## src/rtl/serial_subtractor.sv

```systemverilog
//==============================================================================
// Module      : serial_subtractor
// Description : Bit-serial N-bit subtractor. It computes a - b - bin one bit
//               per clock, LSB first, using a single full-subtractor cell and
//               a borrow flop. Operands are captured on an accepted start. A
//               one-cycle done pulse marks diff/bout/ov valid. The result is
//               held until the next operation completes.
// Revision    : 1.0 - initial release
//==============================================================================
`default_nettype none

module serial_subtractor #(
    parameter int N = 8
) (
    input  logic         clk,
    input  logic         rst,
    input  logic         start,
    input  logic [N-1:0] a,
    input  logic [N-1:0] b,
    input  logic         bin,
    output logic         busy,
    output logic         done,
    output logic [N-1:0] diff,
    output logic         bout,
    output logic         ov
);

    // Bit counter only needs to reach N-1, so ceil(log2(N)) bits suffice.
    localparam int C_CW = $clog2(N);
    localparam logic [C_CW-1:0] C_LAST = C_CW'(N - 1);

    typedef enum logic [1:0] {
        S_IDLE  = 2'd0,
        S_SHIFT = 2'd1,
        S_DONE  = 2'd2
    } state_t;

    state_t          r_state;
    logic [N-1:0]    r_a_sr;
    logic [N-1:0]    r_b_sr;
    logic [N-1:0]    r_res;
    logic            r_br;
    logic [C_CW-1:0] r_cnt;
    logic            r_a_msb;
    logic            r_b_msb;

    logic            w_ai;
    logic            w_bi;
    logic            w_d;
    logic            w_br_next;
    logic [N-1:0]    w_res_next;
    logic            w_ov;

    // Full-subtractor cell operating on the current LSBs and the stored borrow.
    // The new difference bit enters the result register at the MSB, so after
    // N shifts bit 0 of the operands has landed in bit 0 of the result.
    // On the final step w_d is the result MSB, which feeds the overflow term.
    always_comb begin
        w_ai       = r_a_sr[0];
        w_bi       = r_b_sr[0];
        w_d        = w_ai ^ w_bi ^ r_br;
        w_br_next  = (~w_ai & w_bi) | (~(w_ai ^ w_bi) & r_br);
        w_res_next = {w_d, r_res[N-1:1]};
        w_ov       = (r_a_msb ^ r_b_msb) & (w_d ^ r_a_msb);
    end

    // Control FSM, operand/result shift registers and the registered outputs.
    always_ff @(posedge clk or posedge rst) begin
        if (rst) begin
            r_state <= S_IDLE;
            r_a_sr  <= '0;
            r_b_sr  <= '0;
            r_res   <= '0;
            r_br    <= 1'b0;
            r_cnt   <= '0;
            r_a_msb <= 1'b0;
            r_b_msb <= 1'b0;
            busy    <= 1'b0;
            done    <= 1'b0;
            diff    <= '0;
            bout    <= 1'b0;
            ov      <= 1'b0;
        end else begin
            case (r_state)
                S_IDLE: begin
                    done <= 1'b0;
                    if (start) begin
                        r_a_sr  <= a;
                        r_b_sr  <= b;
                        r_br    <= bin;
                        r_cnt   <= '0;
                        r_a_msb <= a[N-1];
                        r_b_msb <= b[N-1];
                        busy    <= 1'b1;
                        r_state <= S_SHIFT;
                    end
                end
                S_SHIFT: begin
                    // A start seen here is deliberately ignored (no queuing).
                    r_a_sr <= {1'b0, r_a_sr[N-1:1]};
                    r_b_sr <= {1'b0, r_b_sr[N-1:1]};
                    r_br   <= w_br_next;
                    r_res  <= w_res_next;
                    r_cnt  <= r_cnt + 1'b1;
                    if (r_cnt == C_LAST) begin
                        // Publish the result only now; the partial result stays internal.
                        diff    <= w_res_next;
                        bout    <= w_br_next;
                        ov      <= w_ov;
                        busy    <= 1'b0;
                        done    <= 1'b1;
                        r_cnt   <= '0;
                        r_state <= S_DONE;
                    end
                end
                S_DONE: begin
                    done    <= 1'b0;
                    r_state <= S_IDLE;
                end
                default: begin
                    busy    <= 1'b0;
                    done    <= 1'b0;
                    r_state <= S_IDLE;
                end
            endcase
        end
    end

endmodule

`default_nettype wire

```

## config.mk

```make
export PLATFORM = sky130hd
export DESIGN_NAME = serial_subtractor
export DESIGN_NICKNAME = d
export VERILOG_FILES = /design/src/rtl/serial_subtractor.sv
export SDC_FILE = /design/constraint.sdc
export NUM_CORES = 1
export LEC_CHECK = 0
export BUFFER_PORTS_ARGS = -buffer_cell sky130_fd_sc_hd__clkbuf_2
export CORE_UTILIZATION = 54
export CTS_CLUSTER_DIAMETER = 40
export DETAILED_ROUTE_END_ITERATION = 8
export HOLD_SLACK_MARGIN = 0.08
export PLACE_DENSITY = 0.77
export RECOVER_POWER = 100
export SLEW_MARGIN = 40
export SYNTH_ARGS = -nofsm -noshare
export SYNTH_HDL_FRONTEND = slang
export SYNTH_SLANG_ARGS = --single-unit
```

## constraint.sdc

```tcl
create_clock -name clk -period 1.9 [get_ports clk]
set_input_delay 0.285 -clock clk [delete_from_list [all_inputs] [get_ports clk]]
set_output_delay 0.285 -clock clk [all_outputs]
set_load 0.01 [all_outputs]
```

---- Yosys cells after proc, flatten, opt, wreduce, memory -nomap -nowiden ----
Cells that the tools add are included.
storage, ports and cells
  register bits after elaboration ......... 44
  latch bits .............................. 0
  RAM bits ................................ 0
  bits in read-only memories .............. 0
  memories kept ........................... 0
operators by class
  $add $sub $neg .......................... 1
  $mul .................................... 0
  div/mod/pow operators ................... 0
  $lt $le $gt $ge ......................... 0
  equal/unequal tests ..................... 5
  shift operators ......................... 0
  mux-type cells .......................... 17
  bitwise operators ....................... 11
  reductions and logical operators ........ 7
operators with widths
  cell                                                             number
  8-bit one-hot mux with 2 select lines                            2
  8-bit two-way mux                                                2
  2-bit AND reduction                                              4
  3-bit two-way mux                                                2
  3-bit one-hot mux with 2 select lines                            1
  1-bit two-way mux                                                5
  2-bit two-way mux                                                2
  2-bit != test, second input constant                             2
  2-bit one-hot mux with 2 select lines                            1
  1-bit bitwise XOR                                                4
  3-bit by 1-bit adder with 3-bit output, second input constant    1
  1-bit AND                                                        3
  3-bit == test, second input constant                             1
  1-bit NOT                                                        3
  1-bit one-hot mux with 3 select lines                            1
  3-bit AND reduction                                              1
  2-bit by 1-bit == test with 1-bit output, second input constant  1
  2-bit == test, second input constant                             1
  2-bit zero test                                                  1
  1-bit one-hot mux with 2 select lines                            1
  2-bit nonzero test                                               1
  1-bit OR                                                         1

---- Longest topological paths before layout ----
Gate-level depths: netlist of run 1.
  depth in word-level cells ............... 5
  depth in mapped cells ................... 6
  gate-level depth less buffers ........... 5

---- Worst setup path before layout of run 1 ----
No wires, ideal clock.
  path type ............................... flip-flop to flip-flop
  start point ............................. register r_cnt[0]
  end point ............................... register diff[3]
  library setup time ...................... 0.125 ns
  arrival ................................. 1.409 ns
  setup slack ............................. 0.367 ns
  stages on the path, launching flop included .. 6
  cell sequence ........................... dfrtp_1 ha_1 ha_1 nand3b_2 buf_2 mux2_2
on the way
  longest elaborated chain between the ends .. 2
ends and longest elaborated chain
  what                           RTL line  RTL
  from (decl)                    43        logic [C_CW-1:0] r_cnt;
  from (signal assigned)         104       r_cnt <= r_cnt + 1'b1;
  3-bit == test                  105       if (r_cnt == C_LAST) begin
  2-bit AND reduction (no line)  n/a
  to (signal assigned)           107       diff <= w_res_next;
  to (decl)                      23        output logic [N-1:0] diff,
Every way passes these cells.
A chain may end at the register's enable or synchronous reset.

---- Final worst setup path of run 1 ----
  start point ............................. register r_state[0]
  end point ............................... register r_br
on the way
  longest elaborated chain between the ends .. 3
  elaborated cells on any way between the ends .. 6
ends and longest elaborated chain
  what                                                                                RTL line  RTL
  from (decl)                                                                         38        state_t r_state;
  from (signal assigned)                                                              70        r_state <= S_IDLE;
  from (signal assigned)                                                              95        r_state <= S_SHIFT;
  from (signal assigned)                                                              113       r_state <= S_DONE;
  2-bit by 1-bit == test with 1-bit output / 2-bit zero test (equally long branches)  84        case (r_state)
  2-bit nonzero test (no line) / 2-bit != test (equally long branches)                n/a
  2-bit AND reduction (no line)                                                       n/a
  to (signal assigned)                                                                90        r_br <= bin;
  to (signal assigned)                                                                102       r_br <= w_br_next;
  to (decl)                                                                           42        logic r_br;
Several ways; a longest one is shown, not always the timed one.

==> results by group, run 1 <==
Timing
  • Peak Freq: 614 MHz
  • Worst-Margin Slew: 1030 ps
  • Final hold violations: 0
  • Final min period: 1630 ps
  • Clock skew: 12.1 ps
  • Headroom to the max-slew limit: 31.3%
  • Fin. max-slew vios: 0
  • Unrepaired setup endpoints after global routing: no
  • Final setup fails: 0
  • Setup tns final: 0 ps
  • Period utilization: 85.7%

Power
  • Psw: 1120 uW
  • Internal power: 2060 uW
  • Switch share: 35.2%
  • Power per cell area: 1540 mW/mm^2
  • Seq pwr share: 50.3%
  • Peak VDD IR: 0.804 mV
  • Gate power share: 35.5%
  • Clock share of power: 14.2%
  • Total leakage power: 0.000997 uW

Yosys
  • Largest area contributor in the netlist: dfrtp_1
  • Synthesized flop and latch total: 43
  • Top cells by count, synth: dfrtp_1 (43), nand2_1 (19), o21ai_0 (18)
  • Synth Flop Type: dfrtp_1
  • Async S/R FF share, synth: 100%
  • Top-area cell type share of the netlist area: 58.3%
  • Syn nets: 180
  • Cells after Synth: 157
  • Post-Syn Area: 0.00185 mm^2
  • Top cells by area, synth: dfrtp_1 (58%), mux2_2 (9.2%), o21ai_0 (4.9%)
  • Seq/Total Area, Yosys: 58.3%
  • Most frequent cell after synthesis: dfrtp_1
  • Syn avg cell area: 11.8 um^2
  • Post-synth EDFFs: 0
  • Number of warnings issued by yosys: 0
  • Synth unique cells: 23

Clock network
  • Sink Count: 43
  • CTS tree: built
  • Htree depth: 2
  • CTS Root Cell: clkbuf_4
  • Clock Tree Buf Depth: 2
  • Inserted Clock Buffers: 5
  • Post_cts resized: 0
  • Worst-skew pair later-pin latency: 350 ps
  • Reg clk slew, reported paths: 120 ps

Finish
  • Non-filler cells, final: 236
  • Fraction of layout cells with a size suffix above 1: 24.0%
  • Register area: 0.00108 mm^2
  • Ant diodes: 0
  • Multi-input combinational cell area: 684 um^2
  • # fillers: 287
  • Area grow syn2layout: 12.4%
  • Layout Nets: 215

Setup path
  • WP data arrival: 1890 ps
  • Crit path capture type: register
  • Crit Path Max Fanout: 16
  • Reg2Reg Depth: 4
  • R2R setup slack: 270 ps
  • Worst reg2reg path endpoint: r_br
  • CP Launch Type: register
  • Req. time, crit path: 2160 ps
  • Crit Path Category: reg2reg
  • Origin of the critical flop-to-flop path: r_state[0]

Hold path
  • Worst Hold End: r_a_sr[7]
  • Depth of the worst hold-timing path: 2
  • Hold path start: a[7]
  • Tightest Hold Check Type: in2reg

Drt
  • 1st-iter DRT viols: 51
  • Post-DR wirelength/cell: 14.2 um
  • Vias: 1,261
  • DR vias/cell: 5.34
  • ANT nets after route: 0
  • Post-Route WL: 3350 um
  • First-pass DRT Iterations: 4
  • Drt drc: 0

Floorplan
  • Die span in x: 60.5 um
  • Die H: 60.5 um
  • Starting density of the core: 58.5%
  • Die area: 0.00366 mm^2
  • Row cnt: 20
  • Boundary Pins: 32
  • Core area: 0.00315 mm^2

Global routing
  • Initial antenna violation count: 0
  • Vias in the first global route: 1,249
  • GRT overflow: 0
  • GRT Total Usage: 21.4%
  • Largest net degree at the start of global routing: 44
  • First-pass GRT wire length: 5640 um

Place
  • Post-DP HPWL: 2370 um
  • Placed Cells: 228
  • IO buf count: 31
  • GP Congestion: 0.719

Run
  • Max Cap Viol: 0

Run status
  • Status: completed
## layer usage
metal,vias to the layer above,routed length (um),part of all wire (%),GRT usage (%)
met2,26,1620,48,33.1
met1,616,1540,46,29.0
li1,616,-,-,-
met5,-,0,0,0
met3,3,162,4.8,6.82
met4,0,32,0.95,7.14
## cell type report
class	count	share of cell area (%)
multi-input combinational	98	33.0
clock buffer	6	2.47
sequential	43	51.9
clock inverter	1	0.241
timing repair buffer	38	8.69
inverter	6	1.09
tap	44	2.65
## power groups by stage
| stage | logic [uW] | clock network, uW | registers (uW) |
|---|---|---|---|
| floorplan | 887 | 0 | 1570 |
| global placement | 1160 | 0 | 1590 |
| detailed placement | 1220 | 0 | 1620 |
| CTS | 1220 | 459 | 1610 |
| global route | 1280 | 512 | 1650 |
| finish | 1130 | 452 | 1600 |
## critical path: stages (launching register included)
cell and delay [ps]:
dfrtp_1 570, o21bai_1 410, clkbuf_2 380, nand2_1 80
o21ai_0 90
## flip-flops by register name (all words and copies together), names as in the netlist
signal	flops
busy	1
r_state	2
diff	8
r_res	7
r_b_sr	8
r_cnt	3
r_a_msb	1
r_br	1
r_a_sr	8
r_b_msb	1
ov	1
bout	1
done	1
## kinds of logic after synthesis
kind of cell | share of synthesized area (%)
fa+ha+maj | 2.44
flops | 58.3
compound gates | 13.6
buf+inv | 4.07
mux | 10.8
simple gates | 10.8
## worst max-delay path by stage
stage	from	to	slack, ps	cells past startpoint
finish	r_state[0]	r_br	270	4
global route	r_state[0]	r_b_sr[2]	120	4
detailed placement	r_cnt[0]	diff[1]	320	4
floorplan	r_cnt[0]	diff[3]	370	5
CTS	r_cnt[0]	diff[7]	300	4
global placement	r_cnt[0]	diff[5]	370	4
## cells in the final DEF, fill, tap and decap left out, drive strengths merged, types with 6 or more instances in the layout
cell,synthesis,layout
and3b,8,8
mux2,17,17
a22oi,6,6
clkbuf,2,42
dfrtp,43,43
nand2,19,19
o21ai,18,18
inv,6,6
a21oi,12,12
## stage by stage
step | hold slack (ps) | total power [uW] | area [um^2] | setup WS, ps | utilization, %
finish | 173 | 3180 | 2070 | 272 | 65.8
global route | 154 | 3450 | 2070 | 122 | 65.8
CTS | 170 | 3290 | 2110 | 298 | 67.1
detailed placement | 432 | 2840 | 2050 | 317 | 65.0
global placement | 414 | 2750 | 2050 | 369 | 65.0
floorplan | 418 | 2460 | 1850 | 367 | -
## repair_timing
item,in CTS,in global routing
hold buffers,1,0
endpoints found under the hold margin,43,0
buffers inserted,0,0
(Power assumes the default switching activity.)
==> inputs of run 2 (changes only) <==
--- a/config.mk
+++ b/config.mk
@@ -5,6 +5,7 @@
 export SDC_FILE = /design/constraint.sdc
 export NUM_CORES = 1
 export LEC_CHECK = 0
+export ABC_AREA = 0
 export BUFFER_PORTS_ARGS = -buffer_cell sky130_fd_sc_hd__clkbuf_2
 export CORE_UTILIZATION = 54
 export CTS_CLUSTER_DIAMETER = 40
==> constraint.sdc (replaced) <==
create_clock -name clk -period 1.7 [get_ports clk]
set_input_delay 0.255 -clock clk [delete_from_list [all_inputs] [get_ports clk]]
set_output_delay 0.255 -clock clk [all_outputs]
set_load 0.01 [all_outputs]
==> run 2 against run 1 <==
Die area unchanged. First-iteration DRC count is 5.9% lower. Register-to-register slack worse by 210 ps. Combinational power increased by 20%. Sequential power rose by 11%. Sequential share of layout area shrank 1.5 points. Via count is 0.79% higher. Utilization up 2.0 points.
==> results by group, run 2 (synthesized netlist as in run 1, its figures left out) <==
Power
  • Clock share of power: 17.8%
  • Power per cell area: 1790 mW/mm^2
  • Seq pwr share: 46.6%
  • Internal power: 2520 uW
  • Gate power share: 35.5%
  • Switch share: 33.9%
  • Total leakage power: 0.00103 uW
  • Psw: 1290 uW
  • Peak VDD IR: 0.973 mV

Finish
  • Fraction of layout cells with a size suffix above 1: 26.3%
  • Most frequent cells in the layout: dfrtp_1 (43), clkbuf_2 (21), nand2_1 (19), o21ai_0 (18), mux2_2 (15)
  • Most common cell after layout, fill and taps aside: dfrtp_1
  • Ant diodes: 0
  • Top flop regs: diff x8, r_a_sr x8, r_b_sr x8
  • Area grow syn2layout: 15.9%
  • Design area: 0.00214 mm^2
  • # fillers: 269
  • Layout Nets: 216

Clock network
  • Inserted Clock Buffers: 5
  • Clock Tree Buf Depth: 2
  • Worst-skew pair later-pin latency: 360 ps
  • Post-CTS Setup Inserts: 0
  • CTS Hold Bufs: 1
  • Sink Count: 43
  • Reg clk slew, reported paths: 130 ps
  • CTS Root Cell: clkbuf_4
  • Post_cts resized: 0
  • CTS tree: built
  • Htree depth: 2

Setup path
  • Crit. path cell count: 4
  • Req. time, crit path: 1950 ps
  • Max incr delay on CP: 420 ps
  • WP data arrival: 1880 ps
  • Reg2Reg Depth: 4
  • Critical path, cell by cell: ha_1, ha_1, nand3b_2, mux2_2
  • Most used cell, CP: ha_1
  • Buf/Inv on CP: 0
  • CP Launch Type: register
  • Critical path's top delay family: adder cells
  • CP max-delay cell: dfrtp_1
  • Crit Path Max Fanout: 13
  • Crit path capture type: register
  • Crit Path Category: reg2reg

Place
  • GP Congestion: 0.735
  • Post-DP HPWL: 2450 um
  • IO buf count: 31
  • Post-DP Area: 0.00207 mm^2

Timing
  • Setup tns final: 0 ps
  • Period utilization: 96.2%
  • Clock skew: 19.0 ps
  • Final min period: 1630 ps
  • Unrepaired setup endpoints after global routing: no
  • Fin. max-slew vios: 0
  • Worst-Margin Slew: 1040 ps
  • Peak Freq: 612 MHz
  • Headroom to the max-slew limit: 30.7%
  • Final setup fails: 0
  • Final hold violations: 0

Floorplan
  • Row cnt: 20
  • Boundary Pins: 32
  • Starting density of the core: 58.5%
  • Core area: 0.00315 mm^2
  • Die area: 0.00366 mm^2
  • Die span in x: 60.5 um
  • Die H: 60.5 um

Drt
  • 1st-iter DRT viols: 48
  • DR vias/cell: 5.34
  • First-pass DRT Iterations: 4
  • Post-DR wirelength/cell: 14.8 um
  • Vias: 1,271
  • ANT nets after route: 0
  • Drt drc: 0
  • Post-Route WL: 3520 um

Global routing
  • GRT overflow: 0
  • First-pass GRT wire length: 6000 um
  • GRT Total Usage: 23.0%
  • Largest net degree at the start of global routing: 44
  • Initial antenna violation count: 0
  • Vias in the first global route: 1,302

Hold path
  • Depth of the worst hold-timing path: 2
  • Tightest Hold Check Type: in2reg

Run status
  • Status: completed

Run
  • Max Cap Viol: 0
-- run 2: cell count changes in the layout (fill, tap and decap cells not counted) --
cell	previous run	this run
clkbuf_2	22	21
bufinv_16	0	1
mux2_4	0	1
clkbuf_1	14	12
buf_4	1	4
buf_12	0	1
mux2_1	2	1
-- run 2: final timing paths --
kind | startpoint | to | slack [ps]
worst max-delay path | r_cnt[0] | diff[7] | 70
worst min-delay path | b[7] | r_b_msb | 140
worst max register to register | r_cnt[0] | diff[7] | 70
worst min register to register | r_b_sr[5] | r_b_sr[5] | 500
max in group asynchronous | rst | ov | 320
min in group asynchronous | rst | r_b_sr[0] | 730
-- run 2: area by class of cell --
class | instances | area (um^2) | share of cell area (%)
clock buffer | 6 | 51.3 | 2.40
clock inverter | 2 | 35.0 | 1.64
inverter | 6 | 22.5 | 1.05
multi-input combinational | 98 | 688 | 32.2
sequential | 43 | 1080 | 50.3
tap | 44 | 55.1 | 2.57
timing repair buffer | 39 | 210 | 9.83
-- run 2: worst reg2reg max path, cell delays in order (launching register included) --
cell and delay (ps):
dfrtp_1 420, ha_1 220, ha_1 230, nand3b_2 280
mux2_2 380
-- run 2: metal layers --
metal / GRT usage [%] / vias to the layer above / wire (um)
met3: 6.82 / 5 / 135
met2: 36.3 / 27 / 1710
met1: 30.6 / 621 / 1630
met4: 7.79 / 0 / 46
li1: - / 618 / -
met5: 0 / - / 0
-- run 2: power groups by stage --
| stage | clock (uW) | sequential [uW] | combinational, uW |
|---|---|---|---|
| 3_5_place_dp | 0 | 1810 | 1420 |
| 6_report | 681 | 1780 | 1360 |
| 5_1_grt | 738 | 1840 | 1530 |
| 2_1_floorplan | 0 | 1760 | 991 |
| 4_1_cts | 690 | 1790 | 1430 |
| 3_3_place_gp | 0 | 1760 | 1350 |
-- run 2: per-stage QoR --
stage / setup WS, ps / util, % / instances / hold slack [ps] / power (uW)
2_1_floorplan: 167 / - / 157 / 388 / 2750
3_3_place_gp: 172 / 65.6 / 229 / 382 / 3110
3_5_place_dp: 82.3 / 65.6 / 229 / 394 / 3230
4_1_cts: 64.7 / 68.7 / 238 / 139 / 3910
5_1_grt: 11.3 / 67.8 / 238 / 121 / 4110
6_report: 65.0 / 67.8 / 238 / 142 / 3820
==> inputs of run 3 (changes only) <==
--- a/config.mk
+++ b/config.mk
@@ -7,11 +7,11 @@
 export LEC_CHECK = 0
 export ABC_AREA = 0
 export BUFFER_PORTS_ARGS = -buffer_cell sky130_fd_sc_hd__clkbuf_2
-export CORE_UTILIZATION = 54
+export CORE_UTILIZATION = 49
 export CTS_CLUSTER_DIAMETER = 40
 export DETAILED_ROUTE_END_ITERATION = 8
 export HOLD_SLACK_MARGIN = 0.08
-export PLACE_DENSITY = 0.77
+export PLACE_DENSITY = 0.74
 export RECOVER_POWER = 100
 export SLEW_MARGIN = 40
 export SYNTH_ARGS = -nofsm -noshare
==> constraint.sdc (replaced) <==
create_clock -name clk -period 1.4 [get_ports clk]
set_input_delay 0.21 -clock clk [delete_from_list [all_inputs] [get_ports clk]]
set_output_delay 0.21 -clock clk [all_outputs]
set_load 0.01 [all_outputs]
==> run 3 against run 2 <==
The run now ends with setup timing left. Sequential share of layout area shrank 3.5 points. Sequential cell count is the same. Non-clock buffer count grew 10. Die area grew 9.9%. Cell count up 5.5%. Global-route usage down 1.4 points. Sequential power is 24% higher. Worst setup slack got worse by 130 ps. Critical path type unchanged. Largest cell class unchanged. Largest power group unchanged.
==> results by group, run 3 (synthesized netlist as in run 1, its figures left out) <==
Place
  • GP Congestion: 0.814
  • Post-DP Area: 0.00213 mm^2
  • IO buf count: 31
  • Placed Cells: 239
  • Post-DP HPWL: 2750 um
  • Setup WS pre-CTS: -26.1 ps

Power
  • Total leakage power: 0.00113 uW
  • Peak VDD IR: 1.13 mV
  • Power per cell area: 2230 mW/mm^2

Clock network
  • Inserted Clock Buffers: 5
  • Reg clk slew, reported paths: 80 ps
  • Sink Count: 43
  • CTS Root Cell: clkbuf_8
  • CTS tree: built
  • Htree depth: 2
  • Clock Tree Buf Depth: 2
  • Worst-skew pair later-pin latency: 290 ps

Floorplan
  • Die span in x: 63.4 um
  • Die H: 63.4 um
  • Starting density of the core: 53.2%
  • Row cnt: 21
  • Die area: 0.00402 mm^2
  • Core area: 0.00347 mm^2
  • Boundary Pins: 32

Setup path
  • Reg2Reg Depth: 3
  • Crit Path Max Fanout: 9
  • CP Launch Type: register
  • Origin of the critical flop-to-flop path: r_state[0]
  • WP data arrival: 1640 ps
  • Crit path capture type: register
  • Crit Path Category: reg2reg
  • Worst reg2reg path endpoint: r_res[3]
  • Req. time, crit path: 1580 ps
  • R2R setup slack: -60 ps

Finish
  • Fraction of layout cells with a size suffix above 1: 34.6%
  • Area grow syn2layout: 24.5%
  • Non-filler cells, final: 251
  • Top flop regs: diff x8, r_a_sr x8, r_b_sr x8
  • Most common cell after layout, fill and taps aside: dfrtp_1
  • Most frequent cells in the layout: dfrtp_1 (43), clkbuf_2 (22), nand2_1 (19), o21ai_0 (17), buf_4 (13)
  • Ant diodes: 0
  • Layout Nets: 227
  • Design area: 0.00230 mm^2

Global routing
  • GRT Total Usage: 21.6%
  • Initial antenna violation count: 0
  • First-pass GRT wire length: 6500 um
  • Largest net degree at the start of global routing: 44
  • Vias in the first global route: 1,379
  • GRT overflow: 0

Drt
  • First-pass DRT Iterations: 4
  • Post-Route WL: 4000 um
  • ANT nets after route: 0
  • DR vias/cell: 5.41
  • Drt drc: 0
  • Vias: 1,357
  • 1st-iter DRT viols: 59
  • Post-DR wirelength/cell: 16.0 um

Hold path
  • Hold path start: b[7]
  • Worst Hold End: r_b_sr[7]
  • Tightest Hold Check Type: in2reg
  • Depth of the worst hold-timing path: 2

Timing
  • Headroom to the max-slew limit: 62.2%
  • Clock skew: 8.14 ps
  • Final hold violations: 0
  • Worst-Margin Slew: 567 ps
  • Final min period: 1460 ps
  • Period utilization: 104%
  • Fin. max-slew vios: 0
  • Setup tns final: -479 ps
  • Final setup fails: 17
  • Peak Freq: 685 MHz
  • Final setup margin: -60.8 ps
  • Unrepaired setup endpoints after global routing: yes

Run status
  • Violated checks: setup timing
  • Status: finished, violations left

Run
  • Max Cap Viol: 0
[run 3: cell count changes in the layout (fill, tap and decap cells not counted), moves of 2 or more]
cell | previous run | this run
inv_1 | 6 | 4
buf_4 | 4 | 13
nand3b_4 | 0 | 2
clkbuf_4 | 5 | 1
mux2_2 | 15 | 11
mux2_4 | 1 | 6
inv_2 | 0 | 2
clkbuf_8 | 1 | 5
[run 3: worst max-delay path: stages (launching register included)]
cell	delay, ps
dfrtp_1	550
nor2b_1	260
buf_4	200
mux2_2	340
[run 3: routing by layer]
| layer | GRT usage, % | share of wire, % | up-vias |
|---|---|---|---|
| met5 | 0 | 0 | - |
| met4 | 5.11 | 0.37 | 0 |
| met3 | 6.34 | 3.3 | 2 |
| met2 | 35.8 | 50 | 30 |
| met1 | 27.8 | 46 | 681 |
| li1 | - | - | 644 |
[run 3: where the power goes]
group	total, uW	internal, uW	switching (uW)
Combinational	1970	1050	926
Sequential	2210	1800	407
Clock	951	531	420
Total	5130	3380	1750
[run 3: cell type report]
type / instances / area [um^2]
Tap cell: 46 / 57.6
Inverter: 6 / 22.5
Sequential cell: 43 / 1080
Clock buffer: 5 / 68.8
Multi-Input combinational cell: 99 / 759
Fill cell: 280 / 1170
Timing Repair Buffer: 49 / 270
Clock inverter: 3 / 43.8
[run 3: worst max path at each step]
stage,start,cells after the start,to,slack [ps]
6_report,r_state[0],3,r_res[3],-60
5_1_grt,r_b_sr[0],5,ov,-110
4_1_cts,r_br,5,ov,-20
3_5_place_dp,r_state[0],3,r_res[3],-30
3_3_place_gp,r_a_sr[0],4,ov,9
2_1_floorplan,r_cnt[0],5,diff[3],3
[run 3: per-stage QoR]
step                util [%]  power (uW)  hold slack (ps)
global placement        61.5        3860              336
CTS                     65.7        5030              149
detailed placement      61.5        4020              350
global route            66.3        5470              144
finish                  66.3        5130              152
floorplan                  -        3360              343
[run 3: timing repair]
action | in CTS | in global routing
pin swaps | 3 | 4
hold buffers | 1 | 0
cloned | 1 | 0
endpoints found under the hold margin | 43 | 0
setup buffers | 0 | 2
gates resized for setup | 4 | 10
setup endpoints to repair | 14 | 11
